<file path="config.mk">
export PLATFORM = sky130hd
export DESIGN_NAME = lut_neuron_array
export DESIGN_NICKNAME = d
export VERILOG_FILES = /design/src/rtl/lut_neuron_array.sv
export SDC_FILE = /design/constraint.sdc
export NUM_CORES = 2
export LEC_CHECK = 0
export BUFFER_PORTS_ARGS = -buffer_cell sky130_fd_sc_hd__buf_2
export CAP_MARGIN = 20
export CORE_MARGIN = 2
export CORE_UTILIZATION = 60
export DETAILED_ROUTE_END_ITERATION = 10
export PLACE_DENSITY = 0.84
export SETUP_SLACK_MARGIN = 0.2
export SYNTH_ARGS = -nofsm -noshare
export SYNTH_HDL_FRONTEND = slang
export SYNTH_SLANG_ARGS = --single-unit
</file>
<file path="constraint.sdc">
create_clock -name clk -period 15.4 [get_ports clk]
set_input_delay 3.85 -clock clk [delete_from_list [all_inputs] [get_ports clk]]
set_output_delay 3.85 -clock clk [all_outputs]
set_load 0.1 [all_outputs]
</file>
<file path="src/rtl/lut_neuron_array.sv">
// ============================================================================
// Module      : lut_neuron_array
// Description : N independent runtime-loadable truth-table neurons behind a
//               two-stage valid/ready lookup pipeline with full backpressure.
//               Optional per-entry even parity: define LUT_NEURON_PARITY_EN.
// Revision    : 1.0 - initial release
// ============================================================================
`default_nettype none

module lut_neuron_array #(
    parameter int N_NEURONS = 4,
    parameter int IN_BITS   = 8,
    parameter int OUT_BITS  = 1,
    parameter int NB_W      = (N_NEURONS > 1) ? $clog2(N_NEURONS) : 1
) (
    input  logic                          clk,
    input  logic                          rst_n,
    input  logic                          in_valid,
    output logic                          in_ready,
    input  logic [N_NEURONS*IN_BITS-1:0]  in_data,
    output logic                          out_valid,
    input  logic                          out_ready,
    output logic [N_NEURONS*OUT_BITS-1:0] out_data,
`ifdef LUT_NEURON_PARITY_EN
    output logic [N_NEURONS-1:0]          out_perr,
`endif
    input  logic                          cfg_we,
    input  logic [NB_W-1:0]               cfg_neuron,
    input  logic [IN_BITS-1:0]            cfg_addr,
    input  logic [OUT_BITS-1:0]           cfg_wdata,
    output logic                          init_done
);

    localparam int c_DEPTH = 1 << IN_BITS;
`ifdef LUT_NEURON_PARITY_EN
    localparam int c_ENT_W = OUT_BITS + 1;
`else
    localparam int c_ENT_W = OUT_BITS;
`endif
    localparam logic [IN_BITS-1:0] c_LAST_ADDR = {IN_BITS{1'b1}};

    typedef enum logic [0:0] {
        S_INIT = 1'b0,
        S_RUN  = 1'b1
    } state_t;

    state_t                          r_state;
    state_t                          w_state_next;
    logic [IN_BITS-1:0]              r_init_cnt;
    logic                            w_stall;
    logic                            w_in_ready;
    logic                            w_accept;
    logic                            w_cfg_hit;
    logic [c_ENT_W-1:0]              w_wr_entry;
    logic                            r_s1_valid;
    logic [N_NEURONS*IN_BITS-1:0]    r_s1_data;
    logic [N_NEURONS*OUT_BITS-1:0]   w_lut_data;
    logic                            r_out_valid;
    logic [N_NEURONS*OUT_BITS-1:0]   r_out_data;
`ifdef LUT_NEURON_PARITY_EN
    logic [N_NEURONS-1:0]            w_lut_perr;
    logic [N_NEURONS-1:0]            r_out_perr;
`endif

    // ------------------------------------------------------------------
    // Control FSM: clear every table once, then serve lookups forever
    // ------------------------------------------------------------------
    always_ff @(posedge clk or negedge rst_n) begin
        if (!rst_n) begin
            r_state <= S_INIT;
        end else begin
            r_state <= w_state_next;
        end
    end

    always_comb begin
        w_state_next = r_state;
        case (r_state)
            S_INIT:  if (r_init_cnt == c_LAST_ADDR) w_state_next = S_RUN;
            S_RUN:   w_state_next = S_RUN;
            default: w_state_next = S_INIT;
        endcase
    end

    always_ff @(posedge clk or negedge rst_n) begin
        if (!rst_n) begin
            r_init_cnt <= '0;
        end else if (r_state == S_INIT) begin
            r_init_cnt <= r_init_cnt + 1'b1;
        end
    end

    assign w_stall    = r_out_valid & ~out_ready;
    assign w_in_ready = (r_state == S_RUN) & ~w_stall;
    assign w_accept   = in_valid & w_in_ready;
    assign w_cfg_hit  = cfg_we & (r_state == S_RUN);

`ifdef LUT_NEURON_PARITY_EN
    assign w_wr_entry = {^cfg_wdata, cfg_wdata};
`else
    assign w_wr_entry = cfg_wdata;
`endif

    // ------------------------------------------------------------------
    // Per-neuron tables; an out-of-range cfg_neuron matches no instance
    // ------------------------------------------------------------------
    for (genvar g = 0; g < N_NEURONS; g++) begin : g_neuron
        logic [c_ENT_W-1:0] r_table [c_DEPTH];
        logic [c_ENT_W-1:0] w_rd_entry;
        logic               w_wr_sel;

        assign w_wr_sel = w_cfg_hit && (cfg_neuron == NB_W'(g));

        always_ff @(posedge clk) begin
            if (r_state == S_INIT) begin
                r_table[r_init_cnt] <= '0;
            end else if (w_wr_sel) begin
                r_table[cfg_addr] <= w_wr_entry;
            end
        end

        assign w_rd_entry = r_table[r_s1_data[g*IN_BITS +: IN_BITS]];
        assign w_lut_data[g*OUT_BITS +: OUT_BITS] = w_rd_entry[OUT_BITS-1:0];
`ifdef LUT_NEURON_PARITY_EN
        assign w_lut_perr[g] = ^w_rd_entry;
`endif
    end

    // ------------------------------------------------------------------
    // Pipeline: stage 1 holds addresses, stage 2 holds lookup results
    // ------------------------------------------------------------------
    always_ff @(posedge clk or negedge rst_n) begin
        if (!rst_n) begin
            r_s1_valid <= 1'b0;
            r_s1_data  <= '0;
        end else if (!w_stall) begin
            r_s1_valid <= w_accept;
            if (w_accept) begin
                r_s1_data <= in_data;
            end
        end
    end

    always_ff @(posedge clk or negedge rst_n) begin
        if (!rst_n) begin
            r_out_valid <= 1'b0;
            r_out_data  <= '0;
`ifdef LUT_NEURON_PARITY_EN
            r_out_perr  <= '0;
`endif
        end else if (!w_stall) begin
            r_out_valid <= r_s1_valid;
            r_out_data  <= w_lut_data;
`ifdef LUT_NEURON_PARITY_EN
            r_out_perr  <= w_lut_perr;
`endif
        end
    end

    assign in_ready  = w_in_ready;
    assign out_valid = r_out_valid;
    assign out_data  = r_out_data;
    assign init_done = (r_state == S_RUN);
`ifdef LUT_NEURON_PARITY_EN
    assign out_perr  = r_out_perr;
`endif

endmodule

`default_nettype wire

</file>
---- Yosys cells after proc, flatten, opt, wreduce, memory -nomap -nowiden ----
Memories as Yosys holds them, arrays and structs flattened. A register that Yosys moved wholly into a read port is not among the register bits.
Cells that the tools add are included.
cells by class
  equality and inequality tests ........... 4
  div/mod/pow operators ................... 0
  mux-type cells .......................... 27
  shift operators ......................... 0
  multipliers ............................. 0
  reduce and logical (&&, ||, !) cells .... 18
  add/subtract/negate cells ............... 1
  bitwise logic cells ..................... 7
  magnitude comparators ................... 0
operator list
  cell                                                 number
  two-way mux 8 bit                                    4
  two-way mux 1 bit                                    22
  adder 8 x 1 -> 8 bit, second input constant          1
  equality test 8 bit, second input constant           1
  logical NOT 1 bit                                    8
  AND 1 bit                                            4
  equality test 2 bit, second input constant           2
  logical AND 1 bit                                    4
  OR reduction 1 bit                                   4
  NOT 1 bit                                            3
  equality test 2 x 1 -> 1 bit, second input constant  1
  logical NOT 2 bit                                    1
  case mux 1 bit (2 select lines)                      1
  AND reduction 2 bit                                  1
storage, ports and cells
  memories kept ........................... 4
  bits in writable memories ............... 1024
  flip-flop bits (word level) ............. 43
  output and inout port bits .............. 7
  input bits .............................. 48
  word-level logic and storage cells ...... 66
  ROM bits ................................ 0
  latch bits .............................. 0
memory list
  name                 depth  bits a word  read ports  clocked after Yosys merged registers in  write ports  line  source
  g_neuron[0].r_table  256    1            1           1                                        1            108   logic [c_ENT_W-1:0] r_table [c_DEPTH];
  g_neuron[1].r_table  256    1            1           1                                        1            108
  g_neuron[2].r_table  256    1            1           1                                        1            108
  g_neuron[3].r_table  256    1            1           1                                        1            108

---- Logic depth before layout (Yosys ltp) ----
  depth after elaboration ................. 7
  depth in mapped cells ................... 10
  gate-level depth less buffers ........... 7

---- Worst setup path before layout ----
Ideal clock, no wire load.
  path kind ............................... input to register
  start ................................... input port cfg_neuron[0]
  end ..................................... memory g_neuron[0].r_table[0] (netlist bit) (data pin)
  data arrival time ....................... 10.467 ns
  data required time ...................... 14.012 ns
  setup slack ............................. 3.545 ns
  stages on the path ...................... 4
  library setup time ...................... 1.388 ns
  buffers on the path ..................... 2
  cell sequence ........................... or3_1 > buf_2 > buf_2 > nor2_1
between the ends
  longest elaborated chain between the ends .. 7
RTL lines
  what                                     line  source
  from (decl)                              28    input logic [NB_W-1:0] cfg_neuron,
  logical NOT 2 bit                        112   assign w_wr_sel = w_cfg_hit && (cfg_neuron == NB_W'(g));
  logical AND 1 bit                        112
  two-way mux 1 bit                        117   end else if (w_wr_sel) begin
  two-way mux 1 bit                        115   if (r_state == S_INIT) begin
  two-way mux 1 bit (implied by the code)  118   r_table[cfg_addr] <= w_wr_entry;
  OR reduction 1 bit (no source line)      n/a
  two-way mux 1 bit (no source line)       n/a
  to (decl)                                108
Every way passes these cells.

---- Worst setup path in the final report ----
  start ................................... input port out_ready
  end ..................................... output port in_ready
between the ends
  longest elaborated chain between the ends .. 4
RTL lines
  what         line  source
  from (decl)  22    input logic out_ready,
  NOT 1 bit    93    assign w_stall = r_out_valid & ~out_ready;
  AND 1 bit    93
  NOT 1 bit    94    assign w_in_ready = (r_state == S_RUN) & ~w_stall;
  AND 1 bit    94
  to (decl)    19    output logic in_ready,
Every way passes these cells.

==> results.ini <==
[run_status]
status=finished, final reports clean

[routing]
firstDrtPassIters=8
top_layer_used=met5
wl_per_cell_microns=24.8
avgViaCountPerCell=6.53
via_count=29900
drc=0
wl_met3_mm=13.3
drt_iter0_drc=4610
routed_wl_mm=114
route.met2.wl_mm=55.7
met1_length_mm=39.7
ant_nets=0

[layout]
layout-drive-gt1-share=0.155
finalInstanceArea_sq_um=51600
num-nets-final=3488
area_growth_pct=8.36

[sta]
fin_setup_tns_ps=0
slew_viol_final=0
finalSetupViolCount=0
fin_ws_ps=6550
worstMarginPinSlew_ps=1220
finClkSkew_ps=24.2
relSlewSlack=0.179
max_freq_ghz=0.113
finalCritPeriodShare=0.575
finalHoldViolCount=0
min_period_ps=8850
rsz0062_at_grt=false

[clock_network]
htree_num_levels=3
clk_pin_slew_ps=60
cts_buffer_depth=3
cts.repair.resized=0
clock_sinks=1071
clock_latency_ps=670
post_cts_buffers=0
cts_tree=built
holdBufCountCts=0
cts_buffers=106
root_buffer=clkbuf_16

[critical_path]
crit_chain=buf_2 -> nor2b_2 -> buf_4 -> nor2b_1 -> buf_2
cpLargestDelayFamily=buffers and inverters
path_class=in2out
crit_arrival_ps=5000
slowest_delay_ps=490
crit_top_cell=buf_2
worst-path-max-fanout=11
worstPathRequired_ps=11550
endpoint_kind=output port
crit_buf_inv=3
start_kind=input port
slowest_stage=buf_2

[job]
drv_cap=0

[logic_synthesis]
yosys.area.top_type=edfxtp_1
synth_flop_cell=edfxtp_1
ys_top_cells_by_count=nor2_1, edfxtp_1, nand2_1
yosysTopAreaCellShare=0.645
synth_seq_area_share=0.670
ys_top_cells_by_area=edfxtp_1, mux4_2, nor2_1
synth_area_sq_um=47600
avgSynthCellArea_sq_um=13.6
synth_edf_count=1024
synth_fp_nets=3541
synth.ff_latch_count=1071
ys_types=61
synth.most_common_cell=nor2_1
synth_cells=3492
yosysWarnings=0
ys_async_sr_fraction=0.0439

[global_routing]
grt_remaining_overflow=0
grt_pass1_vias=29700
grtUsageTotal=0.278
grt_max_degree=257
grt_first_pass_wirelength_mm=172
antenna_found_initial=9

[placement]
hpwl_mm=65.3
gp_routability_congestion=0.901
dp_slack_ps=6520
portBuffers=54
place_area_sq_um=48200

[floorplan]
die_area_sq_um=81700
std_cell_rows=103
ioPinCount=55
start_util=0.605
chipWidth_microns=286
die_y_microns=286
core_area_sq_um=78700

[power_and_ir_drop]
p_switching_mw=1.08
p_int_mw=4.56
power_leakage_nw=12.6
share_comb_of_total_power=0.003
vdd_ir_drop_max_uv=99.3
p_seq_frac=0.557
netSwitchingFraction=0.191
p_per_area_nw_per_um2=109
clkPwrFrac=0.440

[hold_path]
hp-class=reg2reg

sequential cells by signal, summed over array words and instances (netlist names):
register          flops
out_data              4
g_neuron.r_table   1024
r_s1_data            32
init_done             1
r_init_cnt            8
r_s1_valid            1
out_valid             1
cell usage in the layout, fill, tap and decap left out, types with 5 or more instances in the layout:
cell type  Yosys  routed
nand3_1       39      39
o2111ai_1      8       8
nor4_1         8       8
o31ai_1        7       7
nand4_1        5       5
clkinv_1       4      22
o211ai_1       8       8
dfrtp_1       47      39
mux2i_1       20      20
nor2b_1       17      16
o21ai_1       12      12
inv_1         12      12
nor3_1        25      25
clkbuf_1     143      34
o21a_1        11      11
nand2_1      304     303
nand2b_1      26      26
a31oi_1       10      10
o22ai_1       49      49
buf_2         59      54
a211o_1        8       8
dfrtp_4        0       8
buf_4         12      29
clkinv_2       0      19
o311ai_0      12      12
mux4_2       188     188
diode_2        0       5
a211oi_1      15      15
clkbuf_16      0     111
edfxtp_1    1024    1024
a211oi_2       5       5
o21ai_0       68      68
mux4_1        32      32
a21oi_1       65      65
mux2_2        85      85
clkbuf_8       0       7
nor2_1      1072    1068
layer usage:
metal / global-route usage / vias to the layer above
li1: - / 12700
met1: 0.363 / 14800
met2: 0.453 / 1987
met3: 0.0612 / 381
met4: 0.127 / 6
met5: 0 / -
metrics by stage:
step	total power, mW	cells	hold slack (ps)	util
3_3_place_gp	3.22	4377	446	0.612
4_1_cts	5.64	4572	480	0.654
5_1_grt	5.76	4578	513	0.656
2_1_floorplan	3.21	3492	439	-
3_5_place_dp	3.22	4377	465	0.612
6_report	5.64	4581	470	0.656
worst paths after layout:
path,from,to,slack [ps],cells past startpoint
max,out_ready,in_ready,6550,5
min,r_s1_valid,out_valid,470,1
max reg2reg,r_s1_data[24],out_data[3],11750,8
min reg2reg,r_s1_valid,out_valid,470,1
max in group asynchronous,rst_n,r_s1_data[0],11260,2
min in group asynchronous,rst_n,r_s1_valid,3430,2
kinds of logic after synthesis:
logic type	after synthesis	share of synthesized area
mux	325	0.131
fa+ha+maj	1	0.000263
compound gates	304	0.0419
simple gates	1519	0.127
flops	1071	0.670
buf+inv	265	0.0290
xor+xnor	7	0.00129
power groups by stage:
stage / Combinational [mW] / Sequential [mW] / Clock [mW]
floorplan: 0.00345 / 3.20 / 0
global placement: 0.0169 / 3.20 / 0
detailed placement: 0.0171 / 3.20 / 0
CTS: 0.0172 / 3.14 / 2.48
global route: 0.0186 / 3.14 / 2.60
finish: 0.0176 / 3.14 / 2.48
cell type report:
type	instances	area, sq um
well taps	1050	1310
clock inverters	43	300
clock buffers	152	3000
flip-flops and latches	1071	32000
inverters	16	60.1
diodes	5	12.5
repair buffers	88	611
multi-input cells	2156	14400
fillers	5239	27100
No activity file was read; power rests on OpenSTA's default activity.
